### src/rtl/rst_seq_ctrl_if.sv
// Request/status bundle between firmware-facing logic (master) and the
// reset sequencing controller (slave).
interface rst_seq_ctrl_if;
   logic       sw_sys_req;
   logic       sw_cpu_req;
   logic       wdt_expire;
   logic       cause_clr;
   logic       req_ack;
   logic       bus_resetn;
   logic       cpu_resetn;
   logic       busy;
   logic [3:0] cause;

   modport master (
      output sw_sys_req, sw_cpu_req, wdt_expire, cause_clr,
      input  req_ack, bus_resetn, cpu_resetn, busy, cause
   );

   modport slave (
      input  sw_sys_req, sw_cpu_req, wdt_expire, cause_clr,
      output req_ack, bus_resetn, cpu_resetn, busy, cause
   );
endinterface

### src/rtl/rst_seq_ctrl.sv
// SoC reset sequencer: staged bus-then-CPU release, software/watchdog
// resets and a sticky reset-cause vector. All outputs come from registers.
module rst_seq_ctrl #(
   parameter int BUS_HOLD  = 16,
   parameter int CPU_DELAY = 5,
   parameter int CW        = 8
) (
   input  logic           clk,
   input  logic           rstn,
   rst_seq_ctrl_if.slave  rsc
);

   typedef enum logic [1:0] {
      S_BUS_HOLD = 2'd0,
      S_CPU_HOLD = 2'd1,
      S_RUN      = 2'd2
   } state_t;

   localparam logic [CW-1:0] BUS_LAST = CW'(BUS_HOLD - 1);
   localparam logic [CW-1:0] CPU_LAST = CW'(CPU_DELAY - 1);

   state_t        state_q,  state_nxt;
   logic [CW-1:0] cnt_q,    cnt_nxt;
   logic          bus_q,    bus_nxt;
   logic          cpu_q,    cpu_nxt;
   logic          ack_q,    ack_nxt;
   logic [3:0]    cause_q,  cause_nxt;
   logic [3:0]    cause_set;

   always_ff @(posedge clk or negedge rstn) begin
      if (!rstn) begin
         state_q <= S_BUS_HOLD;
         cnt_q   <= '0;
         bus_q   <= 1'b0;
         cpu_q   <= 1'b0;
         ack_q   <= 1'b0;
         cause_q <= 4'b0001;
      end else begin
         state_q <= state_nxt;
         cnt_q   <= cnt_nxt;
         bus_q   <= bus_nxt;
         cpu_q   <= cpu_nxt;
         ack_q   <= ack_nxt;
         cause_q <= cause_nxt;
      end
   end

   always_comb begin
      state_nxt = state_q;
      cnt_nxt   = cnt_q;
      bus_nxt   = bus_q;
      cpu_nxt   = cpu_q;
      ack_nxt   = 1'b0;
      cause_set = 4'b0000;

      case (state_q)
         S_BUS_HOLD: begin
            bus_nxt = 1'b0;
            cpu_nxt = 1'b0;
            // Watchdog here only records the cause; the hold keeps counting.
            if (rsc.wdt_expire) cause_set[1] = 1'b1;
            if (cnt_q == BUS_LAST) begin
               state_nxt = S_CPU_HOLD;
               cnt_nxt   = '0;
               bus_nxt   = 1'b1;
            end else begin
               cnt_nxt = cnt_q + CW'(1);
            end
         end
         S_CPU_HOLD: begin
            bus_nxt = 1'b1;
            cpu_nxt = 1'b0;
            if (rsc.wdt_expire) begin
               state_nxt    = S_BUS_HOLD;
               cnt_nxt      = '0;
               bus_nxt      = 1'b0;
               cause_set[1] = 1'b1;
            end else if (cnt_q == CPU_LAST) begin
               state_nxt = S_RUN;
               cpu_nxt   = 1'b1;
            end else begin
               cnt_nxt = cnt_q + CW'(1);
            end
         end
         S_RUN: begin
            bus_nxt = 1'b1;
            cpu_nxt = 1'b1;
            if (rsc.wdt_expire) begin
               state_nxt    = S_BUS_HOLD;
               cnt_nxt      = '0;
               bus_nxt      = 1'b0;
               cpu_nxt      = 1'b0;
               cause_set[1] = 1'b1;
            end else if (rsc.sw_sys_req) begin
               state_nxt    = S_BUS_HOLD;
               cnt_nxt      = '0;
               bus_nxt      = 1'b0;
               cpu_nxt      = 1'b0;
               ack_nxt      = 1'b1;
               cause_set[2] = 1'b1;
            end else if (rsc.sw_cpu_req) begin
               state_nxt    = S_CPU_HOLD;
               cnt_nxt      = '0;
               cpu_nxt      = 1'b0;
               ack_nxt      = 1'b1;
               cause_set[3] = 1'b1;
            end
         end
         default: begin
            state_nxt = S_BUS_HOLD;
            cnt_nxt   = '0;
            bus_nxt   = 1'b0;
            cpu_nxt   = 1'b0;
         end
      endcase

      // A set event on the same edge as a clear keeps its own bit.
      cause_nxt = (cause_q & {4{~rsc.cause_clr}}) | cause_set;
   end

   assign rsc.bus_resetn = bus_q;
   assign rsc.cpu_resetn = cpu_q;
   assign rsc.req_ack    = ack_q;
   assign rsc.busy       = (state_q != S_RUN);
   assign rsc.cause      = cause_q;

endmodule

### src/flat_wrapper.sv
// flat-port wrapper written by rule: the top's interface ports become plain ports
module rst_seq_ctrl_flat 
#(
   parameter int BUS_HOLD  = 16,
   parameter int CPU_DELAY = 5,
   parameter int CW        = 8
)
  (clk, rstn, rsc_sw_sys_req, rsc_sw_cpu_req, rsc_wdt_expire, rsc_cause_clr, rsc_req_ack, rsc_bus_resetn, rsc_cpu_resetn, rsc_busy, rsc_cause);
  rst_seq_ctrl_if rsc_i ();
  input  logic clk;
  input  logic rstn;
  input wire logic [$bits(rsc_i.sw_sys_req)-1:0] rsc_sw_sys_req;
  input wire logic [$bits(rsc_i.sw_cpu_req)-1:0] rsc_sw_cpu_req;
  input wire logic [$bits(rsc_i.wdt_expire)-1:0] rsc_wdt_expire;
  input wire logic [$bits(rsc_i.cause_clr)-1:0] rsc_cause_clr;
  output wire logic [$bits(rsc_i.req_ack)-1:0] rsc_req_ack;
  output wire logic [$bits(rsc_i.bus_resetn)-1:0] rsc_bus_resetn;
  output wire logic [$bits(rsc_i.cpu_resetn)-1:0] rsc_cpu_resetn;
  output wire logic [$bits(rsc_i.busy)-1:0] rsc_busy;
  output wire logic [$bits(rsc_i.cause)-1:0] rsc_cause;
  assign rsc_i.sw_sys_req = rsc_sw_sys_req;
  assign rsc_i.sw_cpu_req = rsc_sw_cpu_req;
  assign rsc_i.wdt_expire = rsc_wdt_expire;
  assign rsc_i.cause_clr = rsc_cause_clr;
  assign rsc_req_ack = rsc_i.req_ack;
  assign rsc_bus_resetn = rsc_i.bus_resetn;
  assign rsc_cpu_resetn = rsc_i.cpu_resetn;
  assign rsc_busy = rsc_i.busy;
  assign rsc_cause = rsc_i.cause;
  rst_seq_ctrl #(.BUS_HOLD(BUS_HOLD), .CPU_DELAY(CPU_DELAY), .CW(CW)) u_core (.clk(clk), .rstn(rstn), .rsc(rsc_i));
endmodule
### config.mk
export PLATFORM = sky130hd
export DESIGN_NAME = rst_seq_ctrl_flat
export DESIGN_NICKNAME = d
export VERILOG_FILES = /design/src/rtl/rst_seq_ctrl_if.sv /design/src/rtl/rst_seq_ctrl.sv /design/src/flat_wrapper.sv
export SDC_FILE = /design/constraint.sdc
export NUM_CORES = 1
export LEC_CHECK = 0
export ABC_AREA = 1
export CAP_MARGIN = 10
export CORE_MARGIN = 2
export CORE_UTILIZATION = 30
export DETAILED_ROUTE_END_ITERATION = 10
export MAX_ROUTING_LAYER = met4
export PLACE_DENSITY = 0.58
export SYNTH_ARGS = -nofsm -noshare
export SYNTH_HDL_FRONTEND = slang
export SYNTH_SLANG_ARGS = --single-unit
export TNS_END_PERCENT = 30
### constraint.sdc
create_clock -name clk -period 1.4 [get_ports clk]
set_clock_uncertainty 0.1 [all_clocks]
set_input_delay 0.14 -clock clk [delete_from_list [all_inputs] [get_ports clk]]
set_output_delay 0.14 -clock clk [all_outputs]
set_load 0.1 [all_outputs]
Word level (Yosys, flattened, before mapping)
Cells that the tools add are included.
{ "op_classes": {"shift": 0, "n_lt_le_gt_ge": 0, "n_bitwise": 3, "n_mul": 0, "eq_ne": 9, "muxes": 35, "addsub": 1, "div_mod_pow": 0, "reduce_logical": 4} }
{ "ops": {"columns": ["cell", "count"], "rows": [
  ["2-to-1 mux 8 bit", 6],
  ["one-hot mux 8 bit (3 select lines)", 1],
  ["2-to-1 mux 1 bit", 17],
  ["2-to-1 mux 2 bit", 8],
  ["adder 8 x 1 -> 8 bit (second input constant)", 1],
  ["equality test 8 x 3 -> 1 bit (second input constant)", 1],
  ["equality test 8 x 4 -> 1 bit (second input constant)", 1],
  ["one-hot mux 2 bit (3 select lines)", 1],
  ["bitwise AND 4 bit", 1],
  ["inequality test 4 bit (second input constant)", 1],
  ["bitwise OR 4 bit", 1],
  ["inequality test 3 x 2 -> 1 bit (second input constant)", 1],
  ["inequality test 3 bit (second input constant)", 1],
  ["one-hot mux 1 bit (3 select lines)", 1],
  ["AND reduction 3 bit", 1],
  ["OR reduction 3 bit", 1],
  ["equality test 2 x 1 -> 1 bit (second input constant)", 1],
  ["equality test 2 bit (second input constant)", 1],
  ["zero test 2 bit", 1],
  ["inequality test 2 x 1 -> 1 bit (second input constant)", 1],
  ["inequality test 2 bit (second input constant)", 1],
  ["one-hot mux 1 bit (2 select lines)", 1],
  ["AND reduction 2 bit", 1],
  ["inverter 1 bit", 1]
]} }
{ "word_totals": {"in_bits": 6, "elab_cells": 58, "mem_bits_rw": 0, "reg_bits": 17, "mem_bits_ro": 0, "out_inout_bits": 8, "mem_count": 0, "latchBits": 0} }

Longest topological paths before layout
Gate-level depths: netlist of the first run.
{ "logic_depth": {"depth_word": 5, "ltp_mapped": 10, "mapped_depth_nobuf": 10} }

Least setup slack after synthesis of the first run
Ideal clock, no wire load.
{ "synth_path": {"path_kind": "reg2out", "startpoint": "reg u_core.state_q[0]", "endpoint": "out rsc_busy", "stages_incl_launch_ff": 4, "slack_ns": -0.129, "path_buffers": 0, "required_ns": 1.160, "arrival_ns": 1.289, "path_cell_list": "dfrtp_1 inv_1 ha_1 inv_1"} }
{ "synth_between": {"elab_chain_cells": 1} }
{ "synth_lines": {"columns": ["element", "line_no", "rtl"], "rows": [
  ["start, declared", "rst_seq_ctrl.sv:22", "state_t state_q, state_nxt;"],
  ["start signal, assigned", "rst_seq_ctrl.sv:39", "state_q <= state_nxt;"],
  ["inequality test 2 bit", "rst_seq_ctrl.sv:124", "assign rsc.busy = (state_q != S_RUN);"],
  ["end, declared", "flat_wrapper.sv:19", "output wire logic [$bits(rsc_i.busy)-1:0] rsc_busy;"]
]} }
Every way passes these cells.

Worst setup path after layout of the first run
{ "layout_path": {"startpoint": "reg u_core.state_q[1]", "endpoint": "out rsc_busy"} }
The elaborated chain is that of the path after synthesis.

==> flow_summary.ini, run 1 <==
[status]
status = finished with violations
violations = setup timing

[worst_setup_path]
reg2reg_slack_ps = -140
cp-endpoint = rsc_busy
critPathMaxFanout = 2
r2r-start = u_core.cnt_q[0]$_DFFE_PN0P_
path_class = flip-flop to primary output
crit_path_start = u_core.state_q[1]$_DFFE_PN0P_
worstPathArrival_ps = 1330
reg2reg_depth = 9
required_ps = 1160
worst_setup_path_start_kind = flip-flop
end_kind = primary output
worstReg2RegEnd = u_core.cnt_q[7]$_DFFE_PN0P_

[timing]
drv_slew = 0
setup_slack_ps = -174
setup_viol = 12
min_period_over_period = 1.12
rsz0062_at_grt = true
slew_headroom = 0.767
finalHoldViolCount = 0
worstMarginPinSlew_ps = 348
max_freq_ghz = 0.635
fin_crit_ps = 1570

[synth]
synth_edf_count = 0
synth_xor_area_frac = 0
ys_seq_elements = 17
synth.cells.most_frequent = 37 x nand2_1, 25 x inv_1, 16 x dfrtp_1
syn_area_um2 = 1090
synthFlopType = dfrtp_1
avgSynthCellArea_um2 = 7.85
yosysTopAreaCell = dfrtp_1
ys_async_sr_fraction = 1.00
synthTopCellsByArea = dfrtp_1 37%, nand2_1 13%, inv_1 8.6%
yosys.area_share.simple = 0.385
syn_inst = 139
muxShareOfSynthArea = 0
yosys_warnings = 0
yosysMostFrequentCell = nand2_1
synth_compound_area_frac = 0.0528
yosysTopAreaCellShare = 0.367
synthAdderAreaFrac = 0.0688
seq_area_frac_synth = 0.391
synth_cell_types = 22
syn-num-nets = 151
synth_top_family_by_area = simple AND/OR/NAND/NOR gates

[clocking]
clk_path_buf_depth = 2
clk-insertion-delay-late_ps = 300
htreeDepth = 1
cts.sinks = 17
cts_root_buf = clkbuf_4
cts_buffers = 3
holdBufCountCts = 0
tritoncts = yes
clk_pin_slew_worst_paths_ps = 110

[die]
core-area_um2 = 3420
start_util = 0.319
num_io_pins = 14
chipHeight_um = 64.3
dieArea_um2 = 4140
rows = 21
die-width_um = 64.3

[power]
finalPower_mw = 0.841
power_density_nw_per_um2 = 508
p_leak_nw = 0.790
worst_ir_drop_vdd_mv = 0.291

[drt]
wl_um = 2690
viasPerCell = 4.67
ant_nets = 0
drc = 0
drt-initial-drc-count = 39
vias = 1050
drt_first_pass_iters = 4
wl_per_cell_um = 12.0

[placement]
portBuffers = 13
hpwlAfterDp_um = 2030
gp_congestion = 0.908

[grt]
grt_max_degree = 18
grt.total_usage = 0.146
grt.overflow.total = 0
grt_pass1_wl_um = 4620
grt_antenna_before_repair = 0
grt_pass1_vias = 1052

[cells_and_area]
fin_nets = 192
final_util = 0.485
n_antenna_cell = 0
areaGrowthSynthToFinish_pct = 51.7
drive_above_1_share = 0.402

[hold_path]
min_path_type = input pin to async pin

[run]
drv_cap = 0
-- how the worst min path moves through the flow --
stage | slack [ps] | depth (start not counted) | endpoint | startpoint
final | 50 | 2 | u_core.rsc.req_ack$_DFF_PN0_ | rstn
after global placement | 350 | 2 | u_core.rsc.cause[0]$_DFF_PN1_ | u_core.rsc.cause[0]$_DFF_PN1_
after global routing | 70 | 2 | u_core.cnt_q[7]$_DFFE_PN0P_ | rstn
after CTS | 70 | 2 | u_core.cnt_q[7]$_DFFE_PN0P_ | rstn
after detailed placement | 360 | 2 | u_core.rsc.cause[0]$_DFF_PN1_ | u_core.rsc.cause[0]$_DFF_PN1_
after floorplan | -260 | 0 | u_core.cnt_q[0]$_DFFE_PN0P_ | rstn
-- critical path: stages, from the launching register on --
cell and delay (ps):
dfrtp_1 420, buf_6 130, ha_4 150, buf_6 110, clkinvlp_4 60, buf_12 160
-- cell families after synthesis --
logic type      count (synthesis)
simple gates                   77
buf+inv                        29
flops                          17
compound gates                 10
fa+ha+maj                       6
-- through the flow --
step	setup TNS, ps	cell area [um2]	hold slack, ps	worst slack [ps]	std cells
after floorplan	-180	1100	-256	-30.0	139
after global placement	-816	1490	350	-131	214
after detailed placement	-1220	1490	363	-137	214
after CTS	-1530	1580	68.6	-174	222
after global routing	-2270	1660	71.1	-221	225
final	-1300	1660	54.5	-174	225
-- placed cells by master, fill, tap and decap left out --
cell	count
a31oi_1	1
buf_12	8
buf_4	21
buf_6	2
clkbuf_4	3
clkdlybuf4s50_1	5
clkinv_2	1
clkinvlp_4	1
dfrtp_1	16
dfstp_2	1
ha_1	1
ha_2	2
ha_4	3
inv_1	20
inv_2	7
inv_6	1
nand2_1	33
nand2_2	4
nand2_4	3
nand3_1	12
nand3_2	4
nand3_4	3
nand4_1	5
nand4_4	1
nor2_1	5
nor2_2	4
nor2_4	2
o21ai_0	3
o21ai_1	2
o21bai_1	1
o22ai_1	3
or2_2	1
-- state kept, by name, indices dropped and copies added, names as in the netlist --
| name | cells |
|---|---|
| u_core.rsc.cpu_resetn | 1 |
| u_core.rsc.cause | 4 |
| u_core.cnt_q | 8 |
| u_core.state_q | 2 |
| u_core.rsc.bus_resetn | 1 |
| u_core.rsc.req_ack | 1 |
-- metal layers --
layer	part of all wire	track usage	vias up
li1	-	-	519
met1	0.41	0.166	484
met2	0.50	0.254	40
met3	0.068	0.0264	7
met4	0.020	0.0559	0
met5	0	-	-
-- what timing repair did --
item | 4_1_cts | 5_1_grt
pin swaps | 1 | 10
resized for setup | 7 | 16
buffers inserted | 4 | 3
setup endpoints to repair | 12 | 13
cloned | 0 | 0
-- report_power, final --
| group | total, mW | leakage [nW] | switching (mW) | internal, mW |
|---|---|---|---|---|
| sequential | 0.495 | 0.211 | 0.00202 | 0.493 |
| clock | 0.277 | 0.0177 | 0.171 | 0.107 |
| combinational | 0.0686 | 0.561 | 0.0387 | 0.0299 |
-- final cells by class --
cell class	instances	area, um2
flip-flops and latches	17	427
repair buffers	36	390
fillers	330	1760
well taps	46	57.6
multi-input cells	93	636
clock buffers	3	22.5
clock inverters	1	5.00
inverters	29	118
No activity file was read; power rests on OpenSTA's default activity.
==> inputs of run 2 (changes only) <==
--- a/config.mk
+++ b/config.mk
@@ -7,11 +7,13 @@
 export LEC_CHECK = 0
 export ABC_AREA = 1
 export CAP_MARGIN = 10
+export CELL_PAD_IN_SITES_DETAIL_PLACEMENT = 1
+export CELL_PAD_IN_SITES_GLOBAL_PLACEMENT = 2
 export CORE_MARGIN = 2
-export CORE_UTILIZATION = 30
+export CORE_UTILIZATION = 28
 export DETAILED_ROUTE_END_ITERATION = 10
 export MAX_ROUTING_LAYER = met4
-export PLACE_DENSITY = 0.58
+export PLACE_DENSITY = 0.81
 export SYNTH_ARGS = -nofsm -noshare
 export SYNTH_HDL_FRONTEND = slang
 export SYNTH_SLANG_ARGS = --single-unit
==> run 2 against run 1 <==
Net effect: the flow still finishes with violations (setup timing); utilization is 1.0 points lower; via count is 2.4% higher; critical path depth stayed put; count of clock-buffer cells in the layout is 1 higher; critical endpoint unchanged.
==> flow_summary.ini, run 2 (synthesis gave the netlist of run 1 again) <==
[status]
status = finished with violations
violations = setup timing

[worst_setup_path]
reg2reg_depth = 8
r2r-start = u_core.state_q[1]$_DFFE_PN0P_
critPathMaxFanout = 3
critPathMaxStageDelay_ps = 400
required_ps = 1160
cp_slowest_cell = dfrtp_1
end_kind = primary output
worst_setup_path_start_kind = flip-flop
worstPathArrival_ps = 1280
cp_cell_sequence = buf_6 -> ha_4 -> buf_6 -> clkinvlp_4 -> buf_12
path_class = flip-flop to primary output
crit_top_cell = buf_6
crit_path_start = u_core.state_q[1]$_DFFE_PN0P_

[power]
finalPower_mw = 0.941
p_leak_nw = 0.828
worst_ir_drop_vdd_mv = 0.361
pwr-share-comb = 0.075
p_sw_mw = 0.216
p_sw_frac = 0.229
pwr-share-clk = 0.399
pwr-share-seq = 0.526
power_density_nw_per_um2 = 534
cell_internal_pwr_mw = 0.725

[grt]
grt_antenna_before_repair = 0
grt.total_usage = 0.175
grt_pass1_vias = 1152
grt.overflow.total = 0
grt_pass1_wl_um = 5510
grt_max_degree = 18

[timing]
fin_crit_ps = 1520
min_period_over_period = 1.09
slew_headroom = 0.760
setup_viol = 13
tns_ps = -1100
drv_slew = 0
rsz0062_at_grt = true
setup_slack_ps = -122
finalHoldViolCount = 0
max_freq_ghz = 0.657
worstMarginPinSlew_ps = 360
holdWs_ps = 104

[cells_and_area]
final_cell_mix = 31 x nand2_1, 22 x buf_4, 19 x inv_1
drive_above_1_share = 0.454
fin_nets = 196
final_util = 0.474
largest_reg_flops = 8
fill_cells = 446
largest_register = u_core.cnt_q
mostFrequentLayoutCell = nand2_1
n_antenna_cell = 0
areaGrowthSynthToFinish_pct = 61.6

[die]
rows = 22
dieArea_um2 = 4410
die-width_um = 66.4
core-area_um2 = 3720
num_io_pins = 14
start_util = 0.294
chipHeight_um = 66.4

[placement]
hpwlAfterDp_um = 2430
gp_congestion = 0.775
portBuffers = 13

[clocking]
cts_buffers = 3
clk-insertion-delay-late_ps = 260
clk_pin_slew_worst_paths_ps = 70
cts.sinks = 17
clk_path_buf_depth = 2
cts_root_buf = clkbuf_8
htreeDepth = 1
tritoncts = yes

[hold_path]
min_path_type = input pin to async pin

[drt]
vias = 1075
drt-initial-drc-count = 35
wl_um = 3360
drc = 0
ant_nets = 0
wl_per_cell_um = 14.5
viasPerCell = 4.65
drt_first_pass_iters = 4

[run]
drv_cap = 0
## run 2: path summary, 6_finish.rpt
check	end	slack, ps
hold / removal	u_core.rsc.req_ack$_DFF_PN0_	100
setup reg to reg	u_core.cnt_q[4]$_DFFE_PN0P_	-120
hold reg to reg	u_core.rsc.cause[0]$_DFF_PN1_	380
max in group asynchronous	u_core.rsc.cause[0]$_DFF_PN1_	840
setup / recovery	rsc_busy	-120
min in group clk	u_core.rsc.cause[3]$_DFF_PN0_	370
## run 2: worst max-delay path, delay by kind of cell, from the launching register on
| kind | cells | cell delay (ps) |
|---|---|---|
| adder cells (fa/ha/maj) | 1 | 150 |
| buffers and inverters | 4 | 460 |
| flip-flops | 1 | 400 |
## run 2: what timing repair did
item,in CTS,in global routing
pin swaps,10,7
hold buffers,0,0
gates resized for setup,27,13
buffers inserted,8,2
endpoints found under the setup margin,13,14
gates cloned,0,0
## run 2: cell type report
cell class              count  area [um2]  share of cell area
multi-input cells          93         673               0.382
repair buffers             40         432               0.245
flip-flops and latches     17         430               0.244
inverters                  29         123              0.0696
well taps                  48        60.1              0.0341
clock buffers               4        45.0              0.0256
## run 2: power by group through the flow
stage | clock network [mW] | logic [mW] | registers (mW)
2_1_floorplan | 0 | 0.00921 | 0.518
3_3_place_gp | 0 | 0.0689 | 0.504
5_1_grt | 0.412 | 0.0760 | 0.495
3_5_place_dp | 0 | 0.0706 | 0.504
6_report | 0.376 | 0.0706 | 0.495
4_1_cts | 0.395 | 0.0708 | 0.495
## run 2: metrics by stage
stage                     cell area [um2]  worst slack [ps]  instances
after global routing                 1760              -174        231
final                                1760              -122        231
after CTS                            1700              -139        229
after global placement               1500              -152        217
after detailed placement             1500              -179        217
after floorplan                      1100             -30.0        139
## run 2: layer usage
| layer | global-route usage | vias up | share of wire |
|---|---|---|---|
| met5 | - | - | 0 |
| met4 | 0.0561 | 0 | 0.0095 |
| met3 | 0.0358 | 4 | 0.022 |
| met2 | 0.291 | 13 | 0.54 |
| met1 | 0.213 | 532 | 0.43 |
| li1 | - | 526 | - |
